File: src/rtl/fetch_ctrl_pkg.sv
// fetch_ctrl_pkg: state encodings and next-PC select codes shared by the fetch controller.
package fetch_ctrl_pkg;

    typedef enum logic [1:0] {
        S_RST   = 2'd0,
        S_REQ   = 2'd1,
        S_STALL = 2'd2,
        S_ERR   = 2'd3
    } state_t;

    localparam logic [1:0] PC_SEL_INC = 2'b00;
    localparam logic [1:0] PC_SEL_JMP = 2'b01;
    localparam logic [1:0] PC_SEL_BR  = 2'b10;

    // Branch outranks jump, matching the datapath mux order.
    function automatic logic [1:0] redir_sel(input logic br);
        return br ? PC_SEL_BR : PC_SEL_JMP;
    endfunction

endpackage

File: src/rtl/fetch_wait_timer.sv
// fetch_wait_timer: shared counter for the reset hold and the memory timeout.
module fetch_wait_timer #(
    parameter int CNT_W = 5
) (
    input  logic             clk,
    input  logic             reset,
    input  logic             i_clr,
    input  logic             i_en,
    input  logic [CNT_W-1:0] i_term,
    output logic             o_tc
);

    logic [CNT_W-1:0] r_cnt;

    always_ff @(posedge clk or posedge reset) begin
        if (reset)
            r_cnt <= '0;
        else if (i_clr)
            r_cnt <= '0;
        else if (i_en)
            r_cnt <= r_cnt + CNT_W'(1);
    end

    assign o_tc = r_cnt == i_term;

endmodule

File: src/rtl/fetch_ctrl.sv
// fetch_ctrl: instruction-fetch sequencer driving PC write enable and next-PC select,
// with memory handshake, decode-stall hold, deferred redirects and a sticky timeout.
module fetch_ctrl
    import fetch_ctrl_pkg::*;
#(
    parameter int RESET_HOLD_CYCLES = 2,
    parameter int MAX_WAIT          = 16,
    parameter int CNT_W             = 5
) (
    input  logic       clk,
    input  logic       reset,
    input  logic       imem_ready,
    input  logic       stall,
    input  logic       branch,
    input  logic       jmp,
    output logic       imem_req,
    output logic       pc_wr_en,
    output logic [1:0] pc_sel,
    output logic       inst_valid,
    output logic       redir_busy,
    output logic       fetch_err
);

    state_t r_state;
    logic   r_pend;
    logic   r_pend_br;

    logic             w_in_req;
    logic             w_in_stall;
    logic             w_rdy;
    logic             w_redir;
    logic             w_tc;
    logic             w_clr;
    logic             w_en;
    logic [CNT_W-1:0] w_term;

    assign w_in_req   = r_state == S_REQ;
    assign w_in_stall = r_state == S_STALL;
    assign w_rdy      = w_in_req & imem_ready;
    assign w_redir    = branch | jmp;

    // One counter serves both phases; the terminal value follows the state.
    assign w_term = (r_state == S_RST) ? CNT_W'(RESET_HOLD_CYCLES - 1) : CNT_W'(MAX_WAIT - 1);
    assign w_clr  = (r_state == S_RST && w_tc) | w_rdy | w_in_stall;
    assign w_en   = (r_state == S_RST) | w_in_req;

    fetch_wait_timer #(.CNT_W(CNT_W)) u_timer (
        .clk    (clk),
        .reset  (reset),
        .i_clr  (w_clr),
        .i_en   (w_en),
        .i_term (w_term),
        .o_tc   (w_tc)
    );

    always_ff @(posedge clk or posedge reset) begin
        if (reset) begin
            r_state   <= S_RST;
            r_pend    <= 1'b0;
            r_pend_br <= 1'b0;
        end else begin
            case (r_state)
                S_RST:
                    if (w_tc)
                        r_state <= S_REQ;
                S_REQ:
                    if (imem_ready) begin
                        r_pend <= 1'b0;
                        if (!r_pend && !w_redir && stall)
                            r_state <= S_STALL;
                    end else if (w_tc) begin
                        r_state <= S_ERR;
                    end else if (w_redir && !r_pend) begin
                        // Only the first redirect of an access counts; later ones are wrong-path.
                        r_pend    <= 1'b1;
                        r_pend_br <= branch;
                    end
                S_STALL:
                    if (w_redir || !stall)
                        r_state <= S_REQ;
                default: ;
            endcase
        end
    end

    always_comb begin
        imem_req   = w_in_req;
        fetch_err  = r_state == S_ERR;
        redir_busy = w_in_req & r_pend;
        inst_valid = 1'b0;
        pc_wr_en   = 1'b0;
        pc_sel     = PC_SEL_INC;
        if (w_rdy && r_pend) begin
            pc_wr_en = 1'b1;
            pc_sel   = redir_sel(r_pend_br);
        end else if ((w_rdy || w_in_stall) && w_redir) begin
            pc_wr_en = 1'b1;
            pc_sel   = redir_sel(branch);
        end else if (w_rdy || w_in_stall) begin
            inst_valid = 1'b1;
            pc_wr_en   = !stall;
        end
    end

endmodule

File: config.mk
export PLATFORM = sky130hd
export DESIGN_NAME = fetch_ctrl
export DESIGN_NICKNAME = d
export VERILOG_FILES = /design/src/rtl/fetch_ctrl_pkg.sv /design/src/rtl/fetch_wait_timer.sv /design/src/rtl/fetch_ctrl.sv
export SDC_FILE = /design/constraint.sdc
export NUM_CORES = 1
export LEC_CHECK = 0
export ABC_AREA = 1
export BUFFER_PORTS_ARGS = -buffer_cell sky130_fd_sc_hd__buf_2
export CELL_PAD_IN_SITES_DETAIL_PLACEMENT = 0
export CELL_PAD_IN_SITES_GLOBAL_PLACEMENT = 1
export CORE_ASPECT_RATIO = 0.8
export CORE_MARGIN = 3
export CORE_UTILIZATION = 36
export CTS_CLUSTER_DIAMETER = 200
export CTS_CLUSTER_SIZE = 12
export DETAILED_ROUTE_END_ITERATION = 12
export PLACE_DENSITY = 0.76
export SETUP_SLACK_MARGIN = 0.3
export SLEW_MARGIN = 25
export SYNTH_ARGS = -nofsm -noshare
export SYNTH_HDL_FRONTEND = slang
export SYNTH_SLANG_ARGS = --single-unit
File: constraint.sdc
create_clock -name clk -period 1.47 [get_ports clk]
set_input_delay 0.0735 -clock clk [delete_from_list [all_inputs] [get_ports clk]]
set_output_delay 0.0735 -clock clk [all_outputs]
set_load 0.01 [all_outputs]
Word level (Yosys, flattened, before mapping). Index checks and enable logic that the tools add are counted.

Register bits: 9. Bits of input ports: 6. Output and inout bits: 7.

$add $sub $neg: 1. Equality and inequality tests: 9. Mux-type cells: 22. Bitwise gates (word level): 8. Reduce and logical (&&, ||, !) cells: 18.

Operators with widths (count): $mux W2 (9); $mux W5 (2); $mux W1 (9); $logic_and A1 B1 Y1 (6); $ne A3 B2 Y1 const B (2); $pmux W2 S3 (1); $add A5 B1 Y5 const B (1); $eq A5 B4 Y1 (1); $reduce_and A5 Y1 (1); $eq A2 B2 Y1 const B (2); $mux W4 (1); $ne A2 B2 Y1 const B (2); $or A1 B1 Y1 (4); $reduce_and A4 Y1 (1); $reduce_bool A2 Y1 (2); $logic_not A1 Y1 (3); $reduce_and A3 Y1 (1); $reduce_bool A3 Y1 (1); $and A1 B1 Y1 (2); $eq A2 B1 Y1 const B (1); $logic_not A2 Y1 (1); $logic_or A1 B1 Y1 (2); $ne A2 B1 Y1 const B (1); $not A1 Y1 (2).

Longest topological paths before layout.
Depth after elaboration: 7. Mapped depth: 9. Mapped depth without buffers: 9.

Hierarchy. Synthesis repeated with hierarchy kept, for this count alone.

Cells, all modules: 104. Area, all modules: 735.7 µm².

By module, submodules not included: fetch_ctrl (times used 1, cells each 62, area an instance 407.9 µm², sequential area each 100.1 µm²); fetch_wait_timer (times used 1, cells each 42, area an instance 327.8 µm², sequential area each 125.1 µm²).

Worst setup path after synthesis. No wires, ideal clock.

Path kind: register -> output. Start: register r_state[1]. End: output pc_sel[0]. Data arrival time: 1.166 ns. Required time: 1.397 ns. Path slack: 0.231 ns. Stages on the path, launching flop included: 10. Path buffers: 0. Path through: dfrtp_1 inv_1 nand2_4 nor2_4 inv_2 nor2_8 inv_2 nand2_2 nand2_1 nor2_1.

Word-level cells in the longest chain between the ends: 6. Elaborated cells between the ends (all ways): 8. Those cells by class: eq/ne (2); mux (2); bitwise (1); reduce/logical (3).

RTL lines: start, declared (RTL line fetch_ctrl.sv:24) `state_t r_state;`; start signal, assigned (RTL line fetch_ctrl.sv:58) `r_state <= S_RST;`; start signal, assigned (RTL line fetch_ctrl.sv:65) `r_state <= S_REQ;`; start signal, assigned (RTL line fetch_ctrl.sv:70) `r_state <= S_STALL;`; $eq A2 B1 Y1 (RTL line fetch_ctrl.sv:37) `assign w_in_req = r_state == S_REQ;`; $and A1 B1 Y1 (RTL line fetch_ctrl.sv:39) `assign w_rdy = w_in_req & imem_ready;`; $logic_or A1 B1 Y1 (RTL line fetch_ctrl.sv:96) `end else if ((w_rdy || w_in_stall) && w_redir) begin`; $logic_and A1 B1 Y1 (RTL line fetch_ctrl.sv:96); $mux W2 (RTL line fetch_ctrl.sv:96); $mux W2 (*) (RTL line fetch_ctrl.sv:93) `if (w_rdy && r_pend) begin`; end, declared (RTL line fetch_ctrl.sv:18) `output logic [1:0] pc_sel,`.

Mark *: on every way between the ends. The rest lies on a longest branch, timed or not.

Worst setup path after layout.
Start: register r_state[1]. End: output pc_sel[1].

Same word-level chain as after synthesis.

==> run metrics <==
Critical Path Fanout Max 3; Hold Violations, Final 0; fin area between 900 and 1000 µm²; pin count of the biggest net entering global routing 10; distinct cell type count after synthesis 21; Worst IR Drop VDD 0.9970 mV; worst-case clock skew 0.005118 ns; Gate power share approximately two thirds; number of optimization iterations in the first detailed-route pass 4; area added between synthesis and finish 45.09%; Cell Pwr Density 2046 nW/µm²; data arrival time of the critical path 1.43 ns; total placed instance area 725.7 µm²; result of the run finished, violations left; overall power of the completed layout 0.001853 W; initial antenna violation count 0; Post-Syn Area roughly 620 µm²; buffer depth of the longest clock path 2; layout cell share with drive strength beyond 1 46.55%; max cap viols 0; core area 1501 µm²; Max-slew headroom 76.85%; logic depth of the worst register-to-register path 9; starting density of the core 41.58%; Req. time, crit path 1.40 ns; proportion of netlist area held by the largest area contributor a little over a third; mean post-synth cell area 7.095 µm²; number of clock buffers inserted by TritonCTS 3; reported leakage power 0.4930 nW; final core utilization between 60% and 70%; DRC violation count after routing 0; vias per cell about 4.3; final setup violation count 2; number of standard-cell rows in the floorplan 12; Worst Hold Class in -> reg; TritonCTS clock tree done; overflow left after global routing 0; final setup slack of the worst path -0.03401 ns; CP Capture Type output port; post-route minimum period between 1.5 and 2 ns; Max Transition Viols Final 0; Cell Int Power 0.0009886 W; portion of total power attributed to sequential cells 23.6%; 1st-iter DRT viols 13; number of clock sinks seen by CTS 9; number of flip-flops and latches in the synthesized netlist 9; Post-Syn Instances roughly 90; violated checks setup timing; Via Count 592; dominant cell type by area after synthesis sky130_fd_sc_hd__dfrtp_1; critical path class reg -> out; CTS clk-pin slew, worst paths approximately 0.060 ns; number of fill cells in the layout 148; slew at the pin closest to its max-slew limit 0.3468 ns; Switching Share a little under half; Synth Net Count 95; unrepaired setup endpoints after global routing yes; final worst path period share 102.3%; setup TNS after final layout -0.05149 ns; die boundary height 43.25 µm; worst reg-to-reg setup slack 0.13 ns; number of port buffers 12; largest cells by area after synthesis sky130_fd_sc_hd__dfrtp_1 (36%), sky130_fd_sc_hd__nand2_1 (12%), sky130_fd_sc_hd__nor2_1 (9.0%); Root Buffer Master sky130_fd_sc_hd__clkbuf_4; total wirelength of the detailed-routed design about 1.4 mm; Placer Congestion 0.7669; clock network fraction of total power about a tenth; count of warnings emitted by yosys 0; type of origin of the critical path register; die area ~2300 µm²; total inserted antenna cells 0; setup slack at placement 0.1348 ns; source of the worst register-to-register timing path r_state[0]$_DFFE_PP0P_; startpoint of the worst setup timing path r_state[1]$_DFFE_PP0P_; number of global-route vias before repair 535; die span in x 52.56 µm; worst r2r dst r_state[0]$_DFFE_PP0P_; critical path endpoint pc_sel[1]; number of top-level pins 13; Net Sw Power between 0.0008 and 0.0009 W; HPWL after detailed placement 1.095 mm; total routing resource utilization after global routing about an eighth; antenna viol nets, final 0; Max H-tree Level 1; Clock Latency Late Sink 0.26 ns; wire length of the first global-routing pass between 2 and 2.5 mm; final layout net count 124; Highest Clock Rate approximately 0.66 GHz; detailed-route wire length per cell 10.45 µm; register area share after synthesis 36.07%
sequential cells by signal, summed over array words and instances (netlist names):
register       cells
r_pend             1
r_pend_br          1
u_timer.r_cnt      5
r_state            2
what timing repair did:
action,in CTS,in global routing
gates resized for setup,13,7
setup buffers,8,2
setup endpoints to repair,14,16
pin swaps,4,6
hold buffers,1,0
gates cloned,0,0
endpoints found under the hold margin,9,0
synth_stat cells:
cell and instances:
sky130_fd_sc_hd__nand2_1 20, sky130_fd_sc_hd__nor2_1 15, sky130_fd_sc_hd__inv_1 12, sky130_fd_sc_hd__dfrtp_1 9, sky130_fd_sc_hd__nand3_1 7, sky130_fd_sc_hd__inv_2 4, sky130_fd_sc_hd__nand2_2 3, sky130_fd_sc_hd__nand4_1 2
sky130_fd_sc_hd__o21ai_0 2, sky130_fd_sc_hd__o21ai_2 2, sky130_fd_sc_hd__xor2_1 2, sky130_fd_sc_hd__a21oi_1 1, sky130_fd_sc_hd__a21oi_2 1, sky130_fd_sc_hd__ha_1 1, sky130_fd_sc_hd__nand2_4 1, sky130_fd_sc_hd__nand3b_1 1
sky130_fd_sc_hd__nor2_2 1, sky130_fd_sc_hd__nor2_4 1, sky130_fd_sc_hd__nor2_8 1, sky130_fd_sc_hd__o21ai_1 1, sky130_fd_sc_hd__xnor2_1 1
through the flow:
stage	instances	hold slack [ns]
floorplan	88	-0.09858
global placement	122	0.06036
detailed placement	122	0.05423
CTS	135	0.08123
global route	137	0.08306
finish	137	0.09025
critical path, cell delays in order (launching register included):
cell	delay, ns
sky130_fd_sc_hd__dfrtp_1	0.39
sky130_fd_sc_hd__inv_2	0.08
sky130_fd_sc_hd__nand2_4	0.05
sky130_fd_sc_hd__nor2_4	0.11
sky130_fd_sc_hd__inv_4	0.07
sky130_fd_sc_hd__nor2_8	0.10
sky130_fd_sc_hd__nand2_2	0.06
sky130_fd_sc_hd__o21ai_2	0.07
sky130_fd_sc_hd__inv_2	0.06
sky130_fd_sc_hd__nor2_4	0.07
sky130_fd_sc_hd__buf_6	0.10
metal layers:
layer | track usage (%) | wire length (µm)
met3 | 5.263 | 73
met1 | 18.09 | 712
met5 | 0 | 0
met2 | 20.30 | 647
met4 | 1.531 | 0
power groups by stage:
stage	Combinational [W]	Sequential [W]	Clock (W)
3_3_place_gp	0.000847	0.000454	0
2_1_floorplan	0.000642	0.000433	0
3_5_place_dp	0.000853	0.000456	0
4_1_cts	0.00112	0.000435	0.000200
6_report	0.00123	0.000437	0.000189
5_1_grt	0.00135	0.000449	0.000214
cell usage in the layout, fill, tap and decap left out, types with 2 or more instances in the layout:
cell type / synthesis / final
sky130_fd_sc_hd__buf_2: 0 / 10
sky130_fd_sc_hd__buf_4: 0 / 11
sky130_fd_sc_hd__buf_6: 0 / 2
sky130_fd_sc_hd__clkbuf_4: 0 / 3
sky130_fd_sc_hd__dfrtp_1: 9 / 8
sky130_fd_sc_hd__inv_1: 12 / 10
sky130_fd_sc_hd__inv_2: 4 / 5
sky130_fd_sc_hd__nand2_1: 20 / 15
sky130_fd_sc_hd__nand2_2: 3 / 6
sky130_fd_sc_hd__nand2_4: 1 / 3
sky130_fd_sc_hd__nand3_1: 7 / 5
sky130_fd_sc_hd__nand3_2: 0 / 2
sky130_fd_sc_hd__nand4_1: 2 / 2
sky130_fd_sc_hd__nor2_1: 15 / 11
sky130_fd_sc_hd__nor2_2: 1 / 3
sky130_fd_sc_hd__nor2_4: 1 / 3
sky130_fd_sc_hd__o21ai_1: 1 / 2
sky130_fd_sc_hd__xor2_1: 2 / 2
area by class of cell:
cell class              instances  area [µm²]  area share [%]
inverters                      16       62.56           6.906
repair buffers                 24       165.2           18.23
well taps                      21       26.28           2.901
flip-flops and latches          9       226.5           25.00
clock buffers                   4       26.28           2.901
multi-input cells              63       399.1           44.06
logic make-up (layout without fill, tap and decap cells):
family	after synthesis	count (layout)	synth area share, %
simple gates	52	52	40.68
fa+ha+maj	1	1	2.004
xor+xnor	3	3	4.209
compound gates	7	7	7.414
buf+inv	16	44	9.618
flops	9	9	36.07
how the worst min path moves through the flow:
stage                     startpoint                           end  slack, ns  cells after the start
after detailed placement       reset  u_timer.r_cnt[4]$_DFFE_PP0P_       0.05                      2
after CTS                     branch         r_pend_br$_DFFE_PP0P_       0.08                      3
after global placement         reset        r_state[0]$_DFFE_PP0P_       0.06                      2
after floorplan                reset            r_pend$_DFFE_PP0P_       -0.1                      1
after global routing          branch         r_pend_br$_DFFE_PP0P_       0.08                      3
final                         branch         r_pend_br$_DFFE_PP0P_       0.09                      3
No activity file was read; power rests on OpenSTA's default activity.
